--- config.mk ---
export PLATFORM = sky130hd
export DESIGN_NAME = systolic_tile_ctrl_flat
export DESIGN_NICKNAME = d
export VERILOG_FILES = /design/src/rtl/systolic_config_pkg.sv /design/src/rtl/systolic_tile_ctrl_if.sv /design/src/rtl/systolic_valid_pipe.sv /design/src/rtl/systolic_tile_ctrl.sv /design/src/flat_wrapper.sv
export SDC_FILE = /design/constraint.sdc
export NUM_CORES = 1
export LEC_CHECK = 0
export CAP_MARGIN = 20
export CORE_MARGIN = 3
export CORE_UTILIZATION = 40
export DETAILED_ROUTE_END_ITERATION = 10
export SLEW_MARGIN = 20
export SYNTH_ARGS = -nofsm -noshare
export SYNTH_HDL_FRONTEND = slang
export SYNTH_SLANG_ARGS = --single-unit
--- constraint.sdc ---
create_clock -name clk -period 3.6 [get_ports clk]
set_input_delay 0.36 -clock clk [delete_from_list [all_inputs] [get_ports clk]]
set_output_delay 0.36 -clock clk [all_outputs]
set_load 0.03 [all_outputs]
--- src/rtl/systolic_config_pkg.sv ---
// Shared types and sizing helpers for the systolic tile sequencer.
package systolic_config_pkg;

  typedef enum logic [2:0] {
    IDLE,
    LOAD_W,
    STREAM,
    DRAIN,
    DONE
  } tile_state_t;

  // Skew of the array: cycles for the last activation to reach the far corner.
  function automatic int drain_len(input int array_w, input int array_l);
    return array_w + array_l - 1;
  endfunction

  function automatic int idx_width(input int n);
    return (n > 1) ? $clog2(n) : 1;
  endfunction

endpackage

--- src/rtl/systolic_tile_ctrl_if.sv ---
// Command and buffer/array control bundle of the tile sequencer.
// Performance counter ports exist only with SYSTOLIC_PERF_CNT_EN.
interface systolic_tile_ctrl_if #(
  parameter int ADDR_WIDTH = 16,
  parameter int ARRAY_W    = 4,
  parameter int LEN_WIDTH  = 16
);
  import systolic_config_pkg::*;

  localparam int ROW_WIDTH = idx_width(ARRAY_W);

  logic                  start_i;
  logic [ADDR_WIDTH-1:0] w_base_i;
  logic [ADDR_WIDTH-1:0] a_base_i;
  logic [LEN_WIDTH-1:0]  len_i;
  logic                  a_stall_i;
  logic                  busy_o;
  logic                  done_o;
  logic                  w_rd_en_o;
  logic [ADDR_WIDTH-1:0] w_rd_addr_o;
  logic [ROW_WIDTH-1:0]  w_row_o;
  logic                  a_rd_en_o;
  logic [ADDR_WIDTH-1:0] a_rd_addr_o;
  logic                  arr_en_o;
  logic                  out_valid_o;
`ifdef SYSTOLIC_PERF_CNT_EN
  logic [31:0]           perf_cycles_o;
  logic [31:0]           perf_stalls_o;
`endif

  modport master (
    output start_i, w_base_i, a_base_i, len_i, a_stall_i,
    input  busy_o, done_o, w_rd_en_o, w_rd_addr_o, w_row_o,
    input  a_rd_en_o, a_rd_addr_o, arr_en_o, out_valid_o
`ifdef SYSTOLIC_PERF_CNT_EN
    , input perf_cycles_o, perf_stalls_o
`endif
  );

  modport slave (
    input  start_i, w_base_i, a_base_i, len_i, a_stall_i,
    output busy_o, done_o, w_rd_en_o, w_rd_addr_o, w_row_o,
    output a_rd_en_o, a_rd_addr_o, arr_en_o, out_valid_o
`ifdef SYSTOLIC_PERF_CNT_EN
    , output perf_cycles_o, perf_stalls_o
`endif
  );

endinterface

--- src/rtl/systolic_valid_pipe.sv ---
// Enable-gated 1-bit shift line that tracks activations through the skewed array.
module systolic_valid_pipe #(
  parameter int DEPTH = 7
) (
  input  logic clk,
  input  logic rst,
  input  logic en,
  input  logic din,
  output logic dout
);

  logic [DEPTH-1:0] stage_reg;
  logic [DEPTH-1:0] stage_next;

  assign stage_next[0] = din;

  genvar gi;
  generate
    for (gi = 1; gi < DEPTH; gi++) begin : g_stage
      assign stage_next[gi] = stage_reg[gi-1];
    end
  endgenerate

  always_ff @(posedge clk or posedge rst) begin
    if (rst) begin
      stage_reg <= '0;
    end else if (en) begin
      stage_reg <= stage_next;
    end
  end

  assign dout = stage_reg[DEPTH-1];

endmodule

--- src/rtl/systolic_tile_ctrl.sv ---
// Tile sequencer: weight preload, activation stream, pipeline drain, done pulse.
// Define SYSTOLIC_PERF_CNT_EN to add the busy-cycle and stall counters.
module systolic_tile_ctrl
  import systolic_config_pkg::*;
#(
  parameter int ADDR_WIDTH = 16,
  parameter int ARRAY_W    = 4,
  parameter int ARRAY_L    = 4,
  parameter int LEN_WIDTH  = 16
) (
  input  logic                clk,
  input  logic                rst,
  systolic_tile_ctrl_if.slave bus
);

  localparam int DRAIN_CYCLES = drain_len(ARRAY_W, ARRAY_L);
  localparam int ROW_WIDTH    = idx_width(ARRAY_W);
  localparam int DCNT_WIDTH   = idx_width(DRAIN_CYCLES);
  localparam logic [ROW_WIDTH-1:0]  LAST_ROW   = ROW_WIDTH'(ARRAY_W - 1);
  localparam logic [DCNT_WIDTH-1:0] LAST_DRAIN = DCNT_WIDTH'(DRAIN_CYCLES - 1);

  tile_state_t           state_reg;
  logic                  busy_reg;
  logic                  done_reg;
  logic                  w_rd_en_reg;
  logic                  stream_reg;
  logic                  drain_reg;
  logic [ADDR_WIDTH-1:0] w_addr_reg;
  logic [ADDR_WIDTH-1:0] a_addr_reg;
  logic [ADDR_WIDTH-1:0] a_base_reg;
  logic [ROW_WIDTH-1:0]  row_reg;
  logic [LEN_WIDTH-1:0]  len_reg;
  logic [LEN_WIDTH-1:0]  cnt_reg;
  logic [DCNT_WIDTH-1:0] drain_cnt_reg;
  logic                  a_fire;
  logic                  arr_en;

  // Stall gates the strobes combinationally so a stalled beat never reads.
  assign a_fire = stream_reg & ~bus.a_stall_i;
  assign arr_en = a_fire | drain_reg;

  always_ff @(posedge clk or posedge rst) begin
    if (rst) begin
      state_reg     <= IDLE;
      busy_reg      <= 1'b0;
      done_reg      <= 1'b0;
      w_rd_en_reg   <= 1'b0;
      stream_reg    <= 1'b0;
      drain_reg     <= 1'b0;
      w_addr_reg    <= '0;
      a_addr_reg    <= '0;
      a_base_reg    <= '0;
      row_reg       <= '0;
      len_reg       <= '0;
      cnt_reg       <= '0;
      drain_cnt_reg <= '0;
    end else begin
      done_reg <= 1'b0;
      case (state_reg)
        IDLE: begin
          if (bus.start_i) begin
            a_base_reg <= bus.a_base_i;
            len_reg    <= bus.len_i;
            busy_reg   <= 1'b1;
            if (bus.len_i == '0) begin
              state_reg <= DONE;
              done_reg  <= 1'b1;
            end else begin
              state_reg   <= LOAD_W;
              w_rd_en_reg <= 1'b1;
              w_addr_reg  <= bus.w_base_i;
              row_reg     <= '0;
            end
          end
        end
        LOAD_W: begin
          if (row_reg == LAST_ROW) begin
            state_reg   <= STREAM;
            w_rd_en_reg <= 1'b0;
            w_addr_reg  <= '0;
            row_reg     <= '0;
            stream_reg  <= 1'b1;
            a_addr_reg  <= a_base_reg;
            cnt_reg     <= '0;
          end else begin
            row_reg    <= row_reg + ROW_WIDTH'(1);
            w_addr_reg <= w_addr_reg + ADDR_WIDTH'(1);
          end
        end
        STREAM: begin
          if (!bus.a_stall_i) begin
            if (cnt_reg == len_reg - LEN_WIDTH'(1)) begin
              state_reg     <= DRAIN;
              stream_reg    <= 1'b0;
              a_addr_reg    <= '0;
              drain_reg     <= 1'b1;
              drain_cnt_reg <= '0;
            end else begin
              cnt_reg    <= cnt_reg + LEN_WIDTH'(1);
              a_addr_reg <= a_addr_reg + ADDR_WIDTH'(1);
            end
          end
        end
        DRAIN: begin
          if (drain_cnt_reg == LAST_DRAIN) begin
            state_reg <= DONE;
            drain_reg <= 1'b0;
            done_reg  <= 1'b1;
          end else begin
            drain_cnt_reg <= drain_cnt_reg + DCNT_WIDTH'(1);
          end
        end
        DONE: begin
          state_reg <= IDLE;
          busy_reg  <= 1'b0;
        end
        default: state_reg <= IDLE;
      endcase
    end
  end

  systolic_valid_pipe #(
    .DEPTH(DRAIN_CYCLES)
  ) u_valid_pipe (
    .clk (clk),
    .rst (rst),
    .en  (arr_en),
    .din (a_fire),
    .dout(bus.out_valid_o)
  );

  assign bus.busy_o      = busy_reg;
  assign bus.done_o      = done_reg;
  assign bus.w_rd_en_o   = w_rd_en_reg;
  assign bus.w_rd_addr_o = w_addr_reg;
  assign bus.w_row_o     = row_reg;
  assign bus.a_rd_en_o   = a_fire;
  assign bus.a_rd_addr_o = a_addr_reg;
  assign bus.arr_en_o    = arr_en;

`ifdef SYSTOLIC_PERF_CNT_EN
  logic [31:0] perf_cycles_reg;
  logic [31:0] perf_stalls_reg;

  // Saturating counters; cleared when a command is accepted.
  always_ff @(posedge clk or posedge rst) begin
    if (rst) begin
      perf_cycles_reg <= '0;
      perf_stalls_reg <= '0;
    end else if (state_reg == IDLE && bus.start_i) begin
      perf_cycles_reg <= '0;
      perf_stalls_reg <= '0;
    end else begin
      if (busy_reg && perf_cycles_reg != '1) begin
        perf_cycles_reg <= perf_cycles_reg + 32'd1;
      end
      if (stream_reg && bus.a_stall_i && perf_stalls_reg != '1) begin
        perf_stalls_reg <= perf_stalls_reg + 32'd1;
      end
    end
  end

  assign bus.perf_cycles_o = perf_cycles_reg;
  assign bus.perf_stalls_o = perf_stalls_reg;
`endif

endmodule
--- src/flat_wrapper.sv ---
// flat-port wrapper written by rule: the top's interface ports become plain ports
module systolic_tile_ctrl_flat import systolic_config_pkg::*;
#(
  parameter int ADDR_WIDTH = 16,
  parameter int ARRAY_W    = 4,
  parameter int ARRAY_L    = 4,
  parameter int LEN_WIDTH  = 16
)
  (clk, rst, bus_start_i, bus_w_base_i, bus_a_base_i, bus_len_i, bus_a_stall_i, bus_busy_o, bus_done_o, bus_w_rd_en_o, bus_w_rd_addr_o, bus_w_row_o, bus_a_rd_en_o, bus_a_rd_addr_o, bus_arr_en_o, bus_out_valid_o);
  systolic_tile_ctrl_if #(.ADDR_WIDTH(ADDR_WIDTH), .ARRAY_W(ARRAY_W), .LEN_WIDTH(LEN_WIDTH)) bus_i ();
  input  logic clk;
  input  logic rst;
  input wire logic [$bits(bus_i.start_i)-1:0] bus_start_i;
  input wire logic [$bits(bus_i.w_base_i)-1:0] bus_w_base_i;
  input wire logic [$bits(bus_i.a_base_i)-1:0] bus_a_base_i;
  input wire logic [$bits(bus_i.len_i)-1:0] bus_len_i;
  input wire logic [$bits(bus_i.a_stall_i)-1:0] bus_a_stall_i;
  output wire logic [$bits(bus_i.busy_o)-1:0] bus_busy_o;
  output wire logic [$bits(bus_i.done_o)-1:0] bus_done_o;
  output wire logic [$bits(bus_i.w_rd_en_o)-1:0] bus_w_rd_en_o;
  output wire logic [$bits(bus_i.w_rd_addr_o)-1:0] bus_w_rd_addr_o;
  output wire logic [$bits(bus_i.w_row_o)-1:0] bus_w_row_o;
  output wire logic [$bits(bus_i.a_rd_en_o)-1:0] bus_a_rd_en_o;
  output wire logic [$bits(bus_i.a_rd_addr_o)-1:0] bus_a_rd_addr_o;
  output wire logic [$bits(bus_i.arr_en_o)-1:0] bus_arr_en_o;
  output wire logic [$bits(bus_i.out_valid_o)-1:0] bus_out_valid_o;
  assign bus_i.start_i = bus_start_i;
  assign bus_i.w_base_i = bus_w_base_i;
  assign bus_i.a_base_i = bus_a_base_i;
  assign bus_i.len_i = bus_len_i;
  assign bus_i.a_stall_i = bus_a_stall_i;
  assign bus_busy_o = bus_i.busy_o;
  assign bus_done_o = bus_i.done_o;
  assign bus_w_rd_en_o = bus_i.w_rd_en_o;
  assign bus_w_rd_addr_o = bus_i.w_rd_addr_o;
  assign bus_w_row_o = bus_i.w_row_o;
  assign bus_a_rd_en_o = bus_i.a_rd_en_o;
  assign bus_a_rd_addr_o = bus_i.a_rd_addr_o;
  assign bus_arr_en_o = bus_i.arr_en_o;
  assign bus_out_valid_o = bus_i.out_valid_o;
  systolic_tile_ctrl #(.ADDR_WIDTH(ADDR_WIDTH), .ARRAY_W(ARRAY_W), .ARRAY_L(ARRAY_L), .LEN_WIDTH(LEN_WIDTH)) u_core (.clk(clk), .rst(rst), .bus(bus_i));
endmodule
-- Word-level counts from Yosys, hierarchy flattened
Index checks and enable logic that the tools add are counted.
- add/subtract/negate cells: 6
- eq/ne operators: 15
- multiplexer cells: 45
- bitwise logic cells: 3
- reduce and logical (&&, ||, !) cells: 16
- operators by type and width (operator ; number):
    $mux W16 ; 9
    $pmux W16 S2 ; 3
    $add A16 B1 Y16 const B ; 3
    $mux W3 ; 9
    $reduce_and A4 Y1 ; 5
    $eq A16 B16 Y1 ; 1
    $logic_not A16 Y1 ; 1
    $sub A16 B1 Y16 const B ; 1
    $mux W1 ; 13
    $pmux W3 S4 ; 1
    $ne A2 B2 Y1 const B ; 5
    $pmux W1 S2 ; 5
    $reduce_bool A2 Y1 ; 4
    $eq A3 B2 Y1 const B ; 2
    $eq A3 B3 Y1 const B ; 2
    $mux W2 ; 3
    $ne A2 B1 Y1 const B ; 3
    $pmux W3 S2 ; 1
    $reduce_and A3 Y1 ; 2
    $reduce_and A5 Y1 ; 1
    $pmux W2 S2 ; 1
    $reduce_and A2 Y1 ; 2
    $add A3 B1 Y3 const B ; 1
    $eq A3 B1 Y1 const B ; 1
    6 further kinds ; 6
- flip-flop bits (word level): 100
- input bits: 52
- output and inout bits: 40
- word-level logic and storage cells: 99

-- Logic depth before layout (Yosys ltp)
- depth after elaboration: 5
- mapped depth: 11
- mapped depth without buffers: 9

-- Hierarchy
Synthesis repeated with hierarchy kept, for this count alone.
- cell total of the unflattened synthesis: 613
- area, all modules: 5731.7 µm²
- modules (own cells, without submodules) (module ; instances ; cells an instance ; area an instance (µm²) ; seq. area each (µm²)):
    systolic_tile_ctrl ; 1 ; 597 ; 5436.5 ; 2327.2
    systolic_valid_pipe ; 1 ; 16 ; 295.3 ; 175.2

-- Worst setup path after synthesis
No wires, ideal clock.
- path type: reg-to-reg
- start point: register u_core.len_reg[8]
- end point: register u_core.a_addr_reg[8] (netlist: u_core.bus.a_rd_addr_o[8])
- setup time: 124 ps
- data arrival time: 2656 ps
- data required time: 3476 ps
- path slack: 820 ps
- cell stages (with the launch flop): 11
- buffers on the path: 3
- period minus slack after synthesis: 2780 ps
- cell sequence: dfrtp_1 buf_6 or3_1 or4_1 a2111o_1 a22oi_1 and4b_2 buf_6 buf_8 a21oi_2 a211o_1
- cells in the longest elaborated chain, start to end: 5
- ends and longest elaborated chain (what ; line ; RTL):
    from (decl) ; systolic_tile_ctrl.sv:32 ; logic [LEN_WIDTH-1:0] len_reg;
    from (signal assigned) ; systolic_tile_ctrl.sv:63 ; len_reg <= bus.len_i;
    $sub A16 B1 Y16 ; systolic_tile_ctrl.sv:92 ; if (cnt_reg == len_reg - LEN_WIDTH'(1)) begin
    $eq A16 B16 Y1 ; systolic_tile_ctrl.sv:92 ;
    $mux W16 ; systolic_tile_ctrl.sv:92 ;
    $mux W16 ; systolic_tile_ctrl.sv:91 ; if (!bus.a_stall_i) begin
    $pmux W16 S2 ; systolic_tile_ctrl.sv:59 ; case (state_reg)
    to (signal assigned) ; systolic_tile_ctrl.sv:83 ; a_addr_reg <= a_base_reg;
    to (signal assigned) ; systolic_tile_ctrl.sv:100 ; a_addr_reg <= a_addr_reg + ADDR_WIDTH'(1);
    to (decl) ; systolic_tile_ctrl.sv:29 ; logic [ADDR_WIDTH-1:0] a_addr_reg;
Every way passes these cells. The select of a mux whose other input is x is not followed.
A chain may end at the register's enable or synchronous reset.

-- Final worst setup path
- start point: register u_core.len_reg[0]
- end point: register u_core.cnt_reg[8]
- cells in the longest elaborated chain, start to end: 4
- ends and longest elaborated chain (what ; line ; RTL):
    $sub A16 B1 Y16 ; systolic_tile_ctrl.sv:92 ;
    $eq A16 B16 Y1 ; systolic_tile_ctrl.sv:92 ;
    $ne A2 B2 Y1 (no line) ; -- ;
    $reduce_and A4 Y1 (no line) ; -- ;
    to (signal assigned) ; systolic_tile_ctrl.sv:99 ; cnt_reg <= cnt_reg + LEN_WIDTH'(1);
    to (decl) ; systolic_tile_ctrl.sv:33 ; logic [LEN_WIDTH-1:0] cnt_reg;
Every way passes these cells.

==> impl_results.md <==
* RR Startpoint: u_core.len_reg[0]
* Area growth, synth to finish at 25.9%
* X dimension of the die at between 100 and 150 microns
* Data arrival, critical path at around 3.5 ns
* Detailed Route WL at roughly 14000 microns
* Antenna violations before repair at 0
* Worst-case register-to-register setup slack at 0.39 ns
* Largest fanout on the critical path at 30
* List of most frequent post-synthesis cells: sky130_fd_sc_hd__dfrtp_1 (100), sky130_fd_sc_hd__nand2_1 (43), sky130_fd_sc_hd__mux2_2 (36), sky130_fd_sc_hd__nand3_1 (35), sky130_fd_sc_hd__o21ai_0 (34)
* Gate count of the mapped netlist at approximately 580
* Max-capacitance violation count at 0
* Fraction of the yosys area taken by sequential cells at 44.8%
* Number of global-route vias before repair at 4696
* Cell types occupying the most area after synthesis: sky130_fd_sc_hd__dfrtp_1 (45%), sky130_fd_sc_hd__mux2_2 (7.3%), sky130_fd_sc_hd__nand3_1 (3.1%), sky130_fd_sc_hd__o21ai_0 (3.0%), sky130_fd_sc_hd__nand2_1 (2.9%)
* Congestion Overflow GR at 0
* Reg2Reg Capture Point: u_core.cnt_reg[8]
* Clock-pin slew reported for the worst setup and hold paths after clock tree synthesis at about 0.07 ns
* Final setup fails at 0
* Synthesized netlist net count at approximately 630
* Transition time at the pin with the least slew margin at 0.851 ns
* Area of the mapped netlist at between 5000 and 6000 sq um
* Worst max-slew margin expressed relative to the limit at a little over two fifths
* Synthesized flop and latch total at 100
* Portion of the clock cycle consumed by the worst path in the final layout at between 80% and 90%
* CTS H-tree depth at 3
* Vias per cell at around 5.7
* Critical Path Sink Type: flip-flop
* Cell chosen for the clock root: sky130_fd_sc_hd__clkbuf_16
* Num CTS Buffers at 9
* Total routing usage reported by global routing at between 10% and 20%
* Pre-antenna DRT Iters at 5
* DRC violation count after routing at 0
* Number of hold violations in the final report at 0
* EDFF count, synth at 0
* Core Footprint at 13500 sq um
* Wire length of the first global-routing pass at between 20000 and 25000 microns
* Worst skew pair latency at 0.35 ns
* Share of final-layout standard cells stronger than drive strength 1 at between 10% and 20%
* Cell with the most instances after synthesis: sky130_fd_sc_hd__dfrtp_1
* Max-slew violation total from the final report at 0
* Top-level port count at around 90
* Area share of the leading cell type in the synthesized netlist at 44.8%
* # resized after CTS at 0
* Status: completed
* Fillers at roughly 1300
* Tmin final at roughly 3.2 ns
* Setup_tns at 0 ns
* Share of flip-flops with an asynchronous set or reset at 100%
* Required time worst endpoint at between 3 and 4 ns
* Worst Hold Slack at ~0.38 ns
* Die Footprint at approximately 15000 sq um
* Synth unique cells at 56
* Critical path startpoint category: flip-flop
* Number of rows created at floorplan at 42
* Prevailing post-synth register cell: sky130_fd_sc_hd__dfrtp_1
* IO buf count at a little over 90
* Routed Antenna Nets at 0
* Height of the chip at about 120 microns
* Number of buffers inserted by hold repair at cts at 0
* FMAX at just over 300 MHz
* Pwr Density at about 870 nW/um^2
* Critical path type: reg2reg
* Final net count at about 720
* Number of clock sinks at 100
* Setup Buffers After CTS at 0
* Largest area contributor in the synthesized netlist: sky130_fd_sc_hd__dfrtp_1
* DP HPWL at 10000 microns
* Final RePlAce weighted congestion at between 0.8 and 0.9
* Count of placed standard cells including taps at roughly 830
* Diode insertion count for antenna repair at 0
* Routed wire length per instance at between 15 and 20 microns
* Leakage Power at approximately 2.8 nW
* Vias at between 4000 and 5000
* Number of DRC violations after detailed-routing iteration 0 at 284
* Number of warnings printed during yosys synthesis at 0
* Clock skew after layout at between 0.005 and 0.006 ns
* Clk buf depth at 2
* Hold Crit Class: in2async
* Starting density of the core at 41.5%
* Peak supply drop at slightly below 0.5 mV
* Average cell area after synthesis at 9.72 sq um
* Unrepaired setup endpoints after global routing: no
* CTS tree: built
* Final instance count without filler cells at ~840
* Cell count of the worst reg-to-reg path at 10
* Largest net degree at the start of global routing at between 60 and 70
kinds of logic after synthesis:
logic type,count (synthesis),share of synthesized area (%)
flip-flops,100,44.8
AO/OA/AOI/OAI,138,16.5
adder cells (fa/ha/maj),7,1.57
multiplexers,39,7.79
XOR/XNOR,23,3.61
buffers and inverters,44,3.58
AND/OR/NAND/NOR,224,22.2
metal layers:
| layer | vias up | GRT usage (%) | share of wire, % |
|---|---|---|---|
| met1 | 2352 | 25.5 | 47 |
| met4 | 0 | 5.07 | 1.5 |
| met3 | 14 | 5.04 | 4.2 |
| met5 | - | 0 | 0 |
| li1 | 2318 | - | - |
| met2 | 96 | 30.5 | 48 |
per-stage QoR:
step | util [%] | instance area (sq um) | worst slack (ns) | total power [mW]
floorplan | - | 5590 | 0.621 | 4.08
global placement | 49.9 | 6720 | 0.553 | 5.03
detailed placement | 49.9 | 6720 | 0.423 | 5.11
CTS | 52.3 | 7030 | 0.397 | 6.16
global route | 52.3 | 7030 | 0.154 | 6.56
finish | 52.3 | 7030 | 0.393 | 6.09
final cells by class:
cell class	count	area [sq um]	area share (%)
multi-input cells	431	2890	41.0
flip-flops and latches	100	2500	35.6
repair buffers	106	1060	15.1
clock buffers	13	270	3.84
well taps	176	220	3.13
inverters	12	47.5	0.676
clock inverters	3	43.8	0.623
power by group:
part	switching, mW	internal (mW)
sequential	0.628	1.63
combinational	1.50	1.32
clock	0.415	0.596
total	2.54	3.55
worst max path at each step:
stage / from / endpoint / slack (ns)
after floorplan: rst / u_core.a_base_reg[0] / 0.62
after global placement: u_core.len_reg[0] / u_core.cnt_reg[6] / 0.55
after detailed placement: u_core.len_reg[0] / u_core.cnt_reg[6] / 0.42
after CTS: u_core.len_reg[0] / u_core.cnt_reg[6] / 0.40
after global routing: u_core.len_reg[0] / u_core.cnt_reg[8] / 0.15
final: u_core.len_reg[0] / u_core.cnt_reg[8] / 0.39
placed cells by master, fill, tap and decap left out, types with 8 or more instances in the layout:
master | netlist | final
sky130_fd_sc_hd__a211o_1 | 12 | 12
sky130_fd_sc_hd__a21oi_1 | 29 | 29
sky130_fd_sc_hd__a21oi_2 | 8 | 8
sky130_fd_sc_hd__a22oi_1 | 9 | 9
sky130_fd_sc_hd__and3_1 | 18 | 18
sky130_fd_sc_hd__buf_4 | 2 | 12
sky130_fd_sc_hd__clkbuf_16 | 0 | 9
sky130_fd_sc_hd__clkdlybuf4s50_1 | 0 | 91
sky130_fd_sc_hd__dfrtp_1 | 100 | 100
sky130_fd_sc_hd__inv_1 | 12 | 11
sky130_fd_sc_hd__mux2_2 | 36 | 36
sky130_fd_sc_hd__nand2_1 | 43 | 43
sky130_fd_sc_hd__nand3_1 | 35 | 35
sky130_fd_sc_hd__nand4_1 | 9 | 9
sky130_fd_sc_hd__nor2_1 | 28 | 27
sky130_fd_sc_hd__nor3_1 | 15 | 15
sky130_fd_sc_hd__o211ai_1 | 11 | 11
sky130_fd_sc_hd__o21ai_0 | 34 | 34
sky130_fd_sc_hd__o31ai_1 | 8 | 8
sky130_fd_sc_hd__or3_1 | 13 | 13
sky130_fd_sc_hd__or4_1 | 16 | 16
sky130_fd_sc_hd__xnor2_1 | 16 | 16
worst max-delay path: stages, from the launching register on:
cell and delay [ns]:
sky130_fd_sc_hd__dfrtp_1 0.43, sky130_fd_sc_hd__inv_1 0.09, sky130_fd_sc_hd__ha_1 0.26, sky130_fd_sc_hd__nor4b_2 0.51
sky130_fd_sc_hd__a31oi_1 0.18, sky130_fd_sc_hd__a211o_1 0.29, sky130_fd_sc_hd__a31oi_1 0.16, sky130_fd_sc_hd__and4b_2 0.34
sky130_fd_sc_hd__buf_12 0.20, sky130_fd_sc_hd__or4_1 0.51, sky130_fd_sc_hd__a21oi_1 0.15
No activity file was read; power rests on OpenSTA's default activity.
